File: src/rtl/alu_issue_stage.sv
// Issue stage for the logic unit: queues operand/op-select entries with
// a last-result bypass for operand a and a count of ops issued.
module alu_issue_stage #(
  parameter int unsigned WIDTH = 32,
  parameter int unsigned DEPTH = 2
) (
  input  logic             clk,
  input  logic             rst,
  input  logic             in_valid,
  output logic             in_ready,
  input  logic [2:0]       in_op,
  input  logic [WIDTH-1:0] in_a,
  input  logic [WIDTH-1:0] in_b,
  input  logic             in_use_prev,
  input  logic             res_valid,
  input  logic [WIDTH-1:0] res_data,
  output logic             out_valid,
  input  logic             out_ready,
  output logic [WIDTH-1:0] out_a,
  output logic [WIDTH-1:0] out_b,
  output logic [1:0]       out_logic_sel,
  output logic [15:0]      issue_count
);

  localparam int unsigned AW = (DEPTH > 1) ? $clog2(DEPTH) : 1;
  localparam int unsigned CW = AW + 1;

  typedef struct packed {
    logic [WIDTH-1:0] a;
    logic [WIDTH-1:0] b;
    logic [1:0]       sel;
  } entry_t;

  entry_t           mem [DEPTH];
  entry_t           wr_entry;
  entry_t           head;
  logic [AW-1:0]    wr_ptr;
  logic [AW-1:0]    rd_ptr;
  logic [CW-1:0]    count;
  logic [WIDTH-1:0] prev;
  logic             accept;
  logic             pop;

  // Ready looks only at occupancy, so a full queue never accepts on a pop cycle.
  assign in_ready  = (count < CW'(DEPTH));
  assign out_valid = (count != '0);
  assign accept    = in_valid && in_ready;
  assign pop       = out_valid && out_ready;

  // A result arriving this cycle wins over the stored prev value.
  always_comb begin
    wr_entry     = '0;
    wr_entry.a   = in_use_prev ? (res_valid ? res_data : prev) : in_a;
    wr_entry.b   = in_op[2] ? ~in_b : in_b;
    wr_entry.sel = in_op[1:0];
  end

  always_ff @(posedge clk) begin
    if (!rst && accept) begin
      mem[wr_ptr] <= wr_entry;
    end
  end

  always_ff @(posedge clk) begin
    if (rst) begin
      wr_ptr      <= '0;
      rd_ptr      <= '0;
      count       <= '0;
      prev        <= '0;
      issue_count <= '0;
    end else begin
      if (accept) begin
        wr_ptr <= wr_ptr + AW'(1);
      end
      if (pop) begin
        rd_ptr      <= rd_ptr + AW'(1);
        issue_count <= issue_count + 16'd1;
      end
      if (accept && !pop) begin
        count <= count + CW'(1);
      end else if (!accept && pop) begin
        count <= count - CW'(1);
      end
      if (res_valid) begin
        prev <= res_data;
      end
    end
  end

  // Head is forced to zero while the queue is empty.
  always_comb begin
    head = '0;
    if (out_valid) begin
      head = mem[rd_ptr];
    end
  end

  assign out_a         = head.a;
  assign out_b         = head.b;
  assign out_logic_sel = head.sel;

endmodule

File: config.mk
export PLATFORM = sky130hd
export DESIGN_NAME = alu_issue_stage
export DESIGN_NICKNAME = d
export VERILOG_FILES = /design/src/rtl/alu_issue_stage.sv
export SDC_FILE = /design/constraint.sdc
export NUM_CORES = 1
export LEC_CHECK = 0
export BUFFER_PORTS_ARGS = -buffer_cell sky130_fd_sc_hd__buf_2
export CORE_ASPECT_RATIO = 0.9
export CORE_MARGIN = 2
export CORE_UTILIZATION = 30
export CTS_BUF_LIST = sky130_fd_sc_hd__clkbuf_8
export CTS_CLUSTER_DIAMETER = 150
export DETAILED_ROUTE_END_ITERATION = 6
export GPL_ROUTABILITY_DRIVEN = 0
export PLACE_DENSITY = 0.49
export RECOVER_POWER = 50
export SLEW_MARGIN = 30
export SYNTH_ARGS = -nofsm -noshare
export SYNTH_HDL_FRONTEND = slang
export SYNTH_SLANG_ARGS = --single-unit
File: constraint.sdc
create_clock -name clk -period 12.4 [get_ports clk]
set_clock_uncertainty 0.2 [all_clocks]
set_input_delay 0.62 -clock clk [delete_from_list [all_inputs] [get_ports clk]]
set_output_delay 0.62 -clock clk [all_outputs]
set_load 0.01 [all_outputs]
After elaboration in Yosys (flattened, before gate mapping):

Memory sizes are Yosys's and may differ from the RTL's. A register that Yosys moved wholly into a read port is not among the register bits.
Index checks and enable logic that the tools add are counted.

* memory bits (writable): 132
* bits in registers: 52
* output and inout bits: 84
* memories kept: 1
* word-level logic and storage cells: 33
* input bits: 105

Memories
* mem: depth 2, width 66, rd ports 1, clocked after memory_dff 1, wr ports 1, line 34 `entry_t mem [DEPTH];`

* $lt $le $gt $ge: 1
* bitwise operators: 1
* reduce and logical (&&, ||, !) cells: 10
* multiplexer cells: 10
* add/sub/neg operators: 5

Operators by type and width (number)
* 32-bit 2-to-1 mux: 3
* 66-bit 2-to-1 mux: 1
* 32-bit NOT: 1
* 16-bit by 1-bit adder with 16-bit output (second input constant): 1
* 1-bit logical AND: 5
* 1-bit 2-to-1 mux: 4
* 2-bit 2-to-1 mux: 2
* 2-bit nonzero test: 2
* 1-bit logical NOT: 3
* 1-bit adder (second input constant): 2
* 2-bit by 1-bit adder with 2-bit output (second input constant): 1
* 2-bit less-than comparator (second input constant): 1
* 2-bit by 1-bit subtractor with 2-bit output (second input constant): 1

Logic depth before layout (Yosys ltp):

* word-level depth: 6
* depth in mapped cells: 6
* gate-level depth less buffers: 5

Worst setup path after synthesis:

OpenSTA, ideal clock, no wires.

* kind: input-to-reg
* start: input port rst
* end: memory mem[0][0] (netlist bit) (enable)
* data arrival time: 5.658 ns
* required time: 11.615 ns
* setup time: 0.585 ns
* path buffers: 1
* stages on the path: 2
* slack: 5.957 ns
* cell sequence: clkbuf_1 nor3b_1

* longest elaborated chain between the ends: 4

Ends and longest elaborated chain
* start, declared: line 8 `input logic rst,`
* 1-bit logical NOT: line 59 `if (!rst && accept) begin`
* 1-bit logical AND: line 59
* 1-bit 2-to-1 mux: line 59
* 1-bit 2-to-1 mux (implied by the code): line 60 `mem[wr_ptr] <= wr_entry;`
* end, declared: line 34

Every way passes these cells.

==> flow_metrics.py <==
metrics = {
    "outcome": {
        "status": "finished, violations left",
        "violations": "capacitance limit, slew limit",
    },
    "global_routing": {
        "grt_pass1_vias": 4964,
        "grt_max_degree": 65,
        "track_usage": 0.132,
        "grt_first_pass_wirelength_um": 26700,
        "grt-ovfl-total": 0,
        "antenna_found_initial": 0,
    },
    "die": {
        "die_y_um": 155,
        "dieArea_mm2": 0.0266,
        "initial_core_util": 0.304,
        "pin_count": 189,
        "coreArea_mm2": 0.0250,
        "rows": 55,
        "fp.dieW_um": 172,
    },
    "yosys": {
        "syn_nets": 704,
        "synth_top_area_share": 0.522,
        "synth_cell_types": 31,
        "yosys-top-cells-area": "edfxtp_1 (52%), dfxtp_1 (14%), mux2i_1 (13%)",
        "synth_area_mm2": 0.00759,
        "synth-seq-cells": 185,
        "yosysSeqAreaShare": 0.662,
        "synth_top_area_cell": "edfxtp_1",
        "ys_warn_count": 0,
        "netlist_instances": 597,
        "synth.avg_cell_area_um2": 12.7,
    },
    "finish": {
        "syn_to_final_growth_pct": 22.4,
        "fin_nets": 880,
        "num_antenna_cells": 0,
        "final_layout_size_suffix_gt1_frac": 0.286,
        "mostFrequentLayoutCells": "buf_2 (184), nor2_1 (145), edfxtp_1 (132)",
        "layout_commonest_cell": "buf_2",
        "fill_cells": 2467,
    },
    "critical_path": {
        "worstSetupPathType": "reg -> out",
        "worst_ep_arrival_time_ns": 2.37,
        "required_ns": 11.58,
        "crit_fanout": 39,
        "critPathLaunchType": "register",
        "end_kind": "output port",
    },
    "route": {
        "wl_um": 17300,
        "vias": 4950,
        "ant_nets": 0,
        "initialDrtViolationCount": 272,
        "avgRoutedWirePerCell_um": 15.4,
        "drc_errors": 0,
        "via_per_inst": 4.39,
        "drt_pass1_iterations": 6,
    },
    "worst_hold_path": {
        "hold_path.class": "in -> reg",
    },
    "cts": {
        "cts_resized": 0,
        "cts_buffers": 17,
        "clk_path_buf_depth": 2,
        "cts_tree": "done",
        "holdBufCountCts": 0,
        "postCtsSetupBuffers": 0,
        "clock_latency_ns": 0.45,
        "cts_root_buffer": "clkbuf_8",
        "clkTransAtPathRegs_ns": 0.09,
        "htree_num_levels": 4,
        "cts_sinks": 185,
    },
    "place": {
        "post-place-ws_ns": 9.39,
        "portBuffers": 188,
        "hpwl_um": 11000,
    },
    "power_and_ir_drop": {
        "p_leak_nw": 3.69,
        "max-vdd-ir-drop_mv": 0.0699,
        "power_density_mw_per_mm2": 179,
    },
    "sta": {
        "slew-limit-headroom": -0.700,
        "final.setup.tns_ns": 0,
        "fin_crit_ns": 3.19,
        "hold_viol": 0,
        "drv_slew": 66,
        "max_freq_mhz": 314,
        "setup_ws_ns": 9.21,
        "rsz0062_at_grt": "false",
        "finalSetupViolCount": 0,
        "fin_crit_sh": 0.257,
        "worst_pin_slew_ns": 2.55,
    },
    "job": {
        "drv_cap": 2,
    },
}
## flip-flops by register name, summed over array words and instances (netlist names), named ones only
register,count
mem,132
issue_count,16
wr_ptr,1
prev,32
count,2
rd_ptr,1
## cells by family (layout without fill, tap and decap cells)
logic type,count (synthesis),count (layout),share of synthesized area
buffers and inverters,40,229,0.0208
adder cells (fa/ha/maj),2,2,0.00330
AND/OR/NAND/NOR,180,180,0.0987
flip-flops,185,185,0.662
AO/OA/AOI/OAI,45,45,0.0313
XOR/XNOR,45,45,0.0519
multiplexers,100,100,0.132
## metal layers
layer  part of all wire  GRT usage
met3              0.046     0.0331
met1               0.45      0.170
met5                  0          0
met2               0.49      0.225
met4             0.0078     0.0303
## stage by stage
step	power [mW]	instances	cell area, um2	hold slack, ns	utilization
2_1_floorplan	1.06	597	7590	0.256	-
3_3_place_gp	1.25	1096	8880	0.268	0.355
3_5_place_dp	1.26	1096	8880	0.277	0.356
4_1_cts	1.70	1128	9310	0.124	0.373
5_1_grt	1.77	1128	9300	0.120	0.372
6_report	1.67	1128	9300	0.163	0.372
## Yosys cell counts
cell,n
a21oi_1,38
nor2b_1,2
or4_1,2
clkbuf_2,1
nor3b_1,1
nor2_1,146
buf_1,10
xnor2_1,4
nand4_1,5
clkbuf_1,21
or3_1,1
inv_1,3
o21ai_0,4
nand2_1,4
and2b_2,1
mux2i_1,98
o31ai_1,1
and3_1,3
o21ai_2,1
buf_2,5
and3b_1,1
xor2_1,41
o2111a_1,1
edfxtp_1,132
nor3_1,1
mux2_2,2
nor4_1,2
or3_2,2
dfxtp_1,53
ha_1,2
nand3_1,9
## where the power goes
part / switching [mW] / internal, mW
clock: 0.219 / 0.220
combinational: 0.283 / 0.180
sequential: 0.0352 / 0.729
total: 0.537 / 1.13
## path summary, 6_finish.rpt
path / from / to / slack, ns / cells after the start
setup / recovery: register / out_b[29] / 9.21 / 4
hold / removal: in_op[1] / mem[1][1] / 0.16 / 1
hold reg to reg: prev[30] / prev[30] / 0.29 / 2
setup reg to reg: count[1] / mem[1][31] / 9.40 / 3
## cell type report
| cell class | instances | area, um2 | area share |
|---|---|---|---|
| multi-input combinational | 372 | 2420 | 0.260 |
| timing repair buffer | 194 | 981 | 0.106 |
| inverter | 3 | 11.3 | 0.00121 |
| tap | 342 | 428 | 0.0460 |
| clock buffer | 17 | 234 | 0.0252 |
| clock inverter | 15 | 195 | 0.0210 |
| sequential | 185 | 5030 | 0.541 |
## critical path, stage by stage (launching register included)
cell     delay (ns)
dfxtp_4        0.69
buf_4          0.66
mux2i_1        0.31
nor2_1         0.06
buf_2          0.15
No activity file was read; power rests on OpenSTA's default activity.
